[config.mk]
export PLATFORM = sky130hd
export DESIGN_NAME = phy_rx
export DESIGN_NICKNAME = d
export VERILOG_FILES = /design/src/rtl/phy_rx_pkg.sv /design/src/rtl/phy_rx_sync_fsm.sv /design/src/rtl/phy_rx.sv
export SDC_FILE = /design/constraint.sdc
export NUM_CORES = 1
export LEC_CHECK = 0
export CORE_MARGIN = 10
export CORE_UTILIZATION = 54
export CTS_BUF_LIST = sky130_fd_sc_hd__clkbuf_4 sky130_fd_sc_hd__clkbuf_8
export CTS_CLUSTER_DIAMETER = 30
export DETAILED_ROUTE_END_ITERATION = 10
export PLACE_DENSITY = 0.78
export REMOVE_ABC_BUFFERS = 1
export SYNTH_ARGS = -nofsm -noshare
export SYNTH_HDL_FRONTEND = slang
export SYNTH_SLANG_ARGS = --single-unit
[constraint.sdc]
create_clock -name clk16f -period 2.3 [get_ports clk16f]
set_input_delay 0.345 -clock clk16f [delete_from_list [all_inputs] [get_ports clk16f]]
set_output_delay 0.345 -clock clk16f [all_outputs]
set_load 0.01 [all_outputs]
[src/rtl/phy_rx_pkg.sv]
// Shared definitions for the 2-bit serial receiver: sync FSM encoding and defaults.
package phy_rx_pkg;

    typedef enum logic [1:0] {
        HUNT    = 2'd0,
        LOCKING = 2'd1,
        ACTIVE  = 2'd2
    } rx_state_t;

    localparam logic [7:0] COMMA_DEFAULT      = 8'hBC;
    localparam int         LOCK_COUNT_DEFAULT = 4;

    // Word presented on paralelo for a given candidate: idle commas carry valid = 0.
    function automatic logic [8:0] rx_word(input logic [7:0] win, input logic [7:0] comma);
        rx_word = (win == comma) ? {1'b0, comma} : {1'b1, win};
    endfunction

endpackage

[src/rtl/phy_rx_sync_fsm.sv]
// Word-alignment state machine: hunts for COMMA at any bit offset, confirms it on
// LOCK_COUNT consecutive word boundaries, then stays locked until reset.
import phy_rx_pkg::*;

module rx_sync_fsm #(
    parameter logic [7:0] COMMA      = COMMA_DEFAULT,
    parameter int         LOCK_COUNT = LOCK_COUNT_DEFAULT
) (
    input  logic       clk,
    input  logic       rst,
    input  logic [7:0] i_win,
    output logic       o_lock,
    output logic       o_boundary
);

    localparam int CW = $clog2(LOCK_COUNT + 1);
    localparam logic [CW-1:0] LC    = CW'(LOCK_COUNT);
    localparam logic [CW-1:0] LC_M1 = CW'(LOCK_COUNT - 1);

    rx_state_t     r_state;
    logic [1:0]    r_phase;
    logic [CW-1:0] r_bc_cnt;
    logic          r_lock;

    logic w_match;
    logic w_bnd;

    assign w_match    = (i_win == COMMA);
    assign w_bnd      = (r_phase == 2'd3);
    assign o_lock     = r_lock;
    assign o_boundary = w_bnd;

    always_ff @(posedge clk or posedge rst) begin
        if (rst) begin
            r_state  <= HUNT;
            r_phase  <= 2'd0;
            r_bc_cnt <= '0;
            r_lock   <= 1'b0;
        end else begin
            r_phase <= r_phase + 2'd1;
            case (r_state)
                HUNT: begin
                    // Realign: the comma just completed, so the next edge starts a fresh word.
                    if (w_match) begin
                        r_phase  <= 2'd0;
                        r_bc_cnt <= CW'(1);
                        r_state  <= LOCKING;
                    end
                end
                LOCKING: begin
                    if (w_bnd) begin
                        if (!w_match) begin
                            r_bc_cnt <= '0;
                            r_state  <= HUNT;
                        end else if (r_bc_cnt >= LC_M1) begin
                            r_bc_cnt <= LC;
                            r_state  <= ACTIVE;
                            r_lock   <= 1'b1;
                        end else begin
                            r_bc_cnt <= r_bc_cnt + CW'(1);
                        end
                    end
                end
                ACTIVE: begin
                    r_lock <= 1'b1;
                end
                default: begin
                    r_state  <= HUNT;
                    r_bc_cnt <= '0;
                    r_lock   <= 1'b0;
                end
            endcase
        end
    end

endmodule

[src/rtl/phy_rx.sv]
// Two-bits-per-cycle serial receiver: deserialises MSB first, aligns on COMMA and
// emits one 9-bit word (valid + data) every four cycles once locked.
import phy_rx_pkg::*;

module phy_rx #(
    parameter logic [7:0] COMMA      = COMMA_DEFAULT,
    parameter int         LOCK_COUNT = LOCK_COUNT_DEFAULT
) (
    input  logic       clk16f,
    input  logic       reset,
    input  logic [1:0] serial,
    output logic [8:0] paralelo,
    output logic       word_stb,
    output logic       active
);

    logic [5:0] r_sr;
    logic [8:0] r_paralelo;
    logic       r_word_stb;

    logic [7:0] w_win;
    logic       w_lock;
    logic       w_bnd;

    // Candidate includes the dibit being sampled this edge, so words land with no extra lag.
    assign w_win = {r_sr, serial};

    rx_sync_fsm #(
        .COMMA      (COMMA),
        .LOCK_COUNT (LOCK_COUNT)
    ) u_sync (
        .clk        (clk16f),
        .rst        (reset),
        .i_win      (w_win),
        .o_lock     (w_lock),
        .o_boundary (w_bnd)
    );

    always_ff @(posedge clk16f or posedge reset) begin
        if (reset) begin
            r_sr       <= '0;
            r_paralelo <= '0;
            r_word_stb <= 1'b0;
        end else begin
            r_sr       <= {r_sr[3:0], serial};
            r_word_stb <= 1'b0;
            if (w_lock && w_bnd) begin
                r_paralelo <= rx_word(w_win, COMMA);
                r_word_stb <= 1'b1;
            end
        end
    end

    assign paralelo = r_paralelo;
    assign word_stb = r_word_stb;
    assign active   = w_lock;

endmodule

==> run metrics <==
status finished clean; Critical Path Sink Type register; worst-case clock skew 8.186 ps; PwrDens 967.1 nW/um2; CTS resizes 0; Layout area overhead 18.18%; vias post-DR 652; distinct cell type count after synthesis 23; vias in the first global route approximately 720; hold_buf cts 0; Post-Route Setup TNS 0 ps; Seq/Total Area, Yosys 58.97%; CTS buffer count 3; crit path max fanout 5; first-pass GRT wire length 3.118 mm; largest net degree at the start of global routing 25; Reg-to-Reg End u_sync.o_lock$_DFFE_PP0P_; Initial Util between 50% and 60%; worst path required time between 2000 and 3000 ps; hold crit path type in2async; setup bufs post-CTS 0; post-synthesis cell count 77; final slew viol count 0; Pre-antenna DRT Iters 4; RSZ-0062 raised after global routing no; initial antenna violation count 0; Slew @ Worst Pin 481.3 ps; Post-DRT Antenna Nets 0; nets@finish 105; Max Clock Freq 554.5 MHz; die footprint 4023 um2; CP arrival 2000 ps; hold violation total from the final report 0; Yosys reg bits 24; reg2reg path depth 6; clock buffer depth 2; Final min period around 1800 ps; maxcap violations 0; routed wire length 1.718 mm; Cell Area, Synth a little over 1000 um2; Die Wd 63.43 um; Port-buffer cells 14; 1st-iter DRT viols 9; hpwl dp 1.282 mm; total global routing overflow 0; Std-Cell Rows 15; worst r2r src u_sync.r_bc_cnt[0]$_DFFE_PP0P_; Root Driver clkbuf_4; CP peak stage delay 460 ps; DIE HEIGHT 63.43 um; antenna diode count 0; placed cells 115; layout cells sized above 1 17.20%; Final Util 68.23%; Relative slew margins about two thirds; DRC viols 0; CTS clk-pin slew, worst paths roughly 120 ps; H-tree levels 1; crit-path cells ha_1 > ha_1 > a211o_1 > nand4_1 > a21oi_1 > mux2_1; Setup CP Type reg2reg; post-route insts no fill ~120; peak supply drop 0.7085 mV; critical path launch point type register; Tot Pwr around 0.0012 W; Yosys warning count 0; cell mode on critical path ha_1; GPL Wtd Cong between 0.7 and 0.8; Leak 0.5717 nW; Crit-path slowest cell dfrtp_1; vias per inst ~5.5; # fillers about 150; count of final setup violators 0; Avg Cell Area, Syn 13.23 um2; CTS Sinks 24; I/O Pins 15; reg2reg setup slack roughly 500 ps; crit share post-route 78.41%; Core Area 1764 um2; GRT Overall Usage 9.486%; WL/cell 14.56 um; CTS tree done; Clock Latency Late Sink ~300 ps
## placed cells by master (no fill, tap or decap)
cell	n
dfrtp_1	24
clkdlybuf4s50_1	14
mux2_2	9
inv_1	7
a21oi_1	6
nand2_1	6
ha_1	6
clkbuf_4	3
o21ai_0	2
o2bb2ai_1	2
and4bb_1	1
and4b_1	1
and2_4	1
o21ai_1	1
and3_4	1
a211oi_2	1
a22o_1	1
a211o_1	1
nand4_1	1
mux2_1	1
a31oi_1	1
a21boi_0	1
a32o_1	1
buf_4	1
## report_power, final
part / internal (W) / switching (W)
registers: 0.000531 / 0.0000608
logic: 0.000239 / 0.000163
clock network: 0.0000611 / 0.000110
## synthesized netlist by cell type
| master | n | area share [%] |
|---|---|---|
| a21boi_0 | 1 | 0.74 |
| inv_1 | 7 | 2.6 |
| ha_1 | 6 | 7.4 |
| a32o_1 | 1 | 0.98 |
| buf_6 | 1 | 1.1 |
| buf_2 | 1 | 0.49 |
| and2_4 | 1 | 0.86 |
| nand2_1 | 6 | 2.2 |
| a211o_1 | 1 | 0.86 |
| mux2_1 | 1 | 1.1 |
| o21ai_1 | 1 | 0.49 |
| a211oi_2 | 1 | 1.2 |
| dfrtp_1 | 24 | 59 |
| a21oi_1 | 6 | 2.9 |
| mux2_2 | 9 | 10 |
| and4b_1 | 1 | 0.98 |
| nand4_1 | 1 | 0.61 |
| and4bb_1 | 1 | 1.2 |
| a31oi_1 | 1 | 0.61 |
| o2bb2ai_1 | 2 | 1.7 |
| o21ai_0 | 2 | 0.98 |
| and3_4 | 1 | 1.1 |
| a22o_1 | 1 | 0.86 |
## how the worst max path moves through the flow
| stage | from | to | cells after the start |
|---|---|---|---|
| after floorplan | u_sync.r_bc_cnt[0]$_DFFE_PP0P_ | u_sync.o_lock$_DFFE_PP0P_ | 6 |
| after global routing | u_sync.r_bc_cnt[0]$_DFFE_PP0P_ | u_sync.r_bc_cnt[0]$_DFFE_PP0P_ | 6 |
| final | u_sync.r_bc_cnt[0]$_DFFE_PP0P_ | u_sync.o_lock$_DFFE_PP0P_ | 6 |
| after detailed placement | serial[0] | u_sync.o_lock$_DFFE_PP0P_ | 5 |
| after CTS | u_sync.r_bc_cnt[0]$_DFFE_PP0P_ | u_sync.o_lock$_DFFE_PP0P_ | 6 |
| after global placement | serial[0] | u_sync.o_lock$_DFFE_PP0P_ | 5 |
## flip-flops by register name (all words and copies together) (netlist names)
signal	cells
word_stb	1
paralelo	9
u_sync.r_phase	2
u_sync.o_lock	1
r_sr	6
u_sync.r_bc_cnt	3
u_sync.r_state	2
## final cells by class
class	count	area, um2	share of cell area (%)
Multi-Input combinational cell	44	375.4	31.19
Tap cell	25	31.28	2.599
Sequential cell	24	600.6	49.90
Inverter	7	26.28	2.183
Clock buffer	3	22.52	1.871
Timing Repair Buffer	15	147.6	12.27
## metal layers
layer  wire (um)  global-route usage [%]
met1         672                   9.459
met2         880                   16.33
met3         138                   4.064
met4          26                   4.918
met5           0                       0
## stage by stage
stage	cell area (um2)	hold slack (ps)	setup WS [ps]
4_1_cts	1204	363.1	499.0
3_5_place_dp	1181	387.9	472.2
5_1_grt	1204	397.2	348.0
3_3_place_gp	1181	378.9	508.3
2_1_floorplan	1002	359.6	649.1
6_report	1204	361.2	496.5
## critical path, delay by kind of cell (launching register included)
| family | cells | cell delay (ps) |
|---|---|---|
| flops | 1 | 460 |
| compound gates | 2 | 380 |
| simple gates | 1 | 100 |
| mux | 1 | 320 |
| fa+ha+maj | 2 | 430 |
## logic make-up (layout without fill, tap and decap cells)
logic type      count (synthesis)  in the layout  share of synthesized area [%]
buf+inv                         9             25                          4.177
fa+ha+maj                       6              6                          7.371
mux                            10             10                          11.06
simple gates                   11             11                          7.003
flops                          24             24                          58.97
compound gates                 17             17                          11.43
Note: power is estimated with default switching activity, not from simulation.
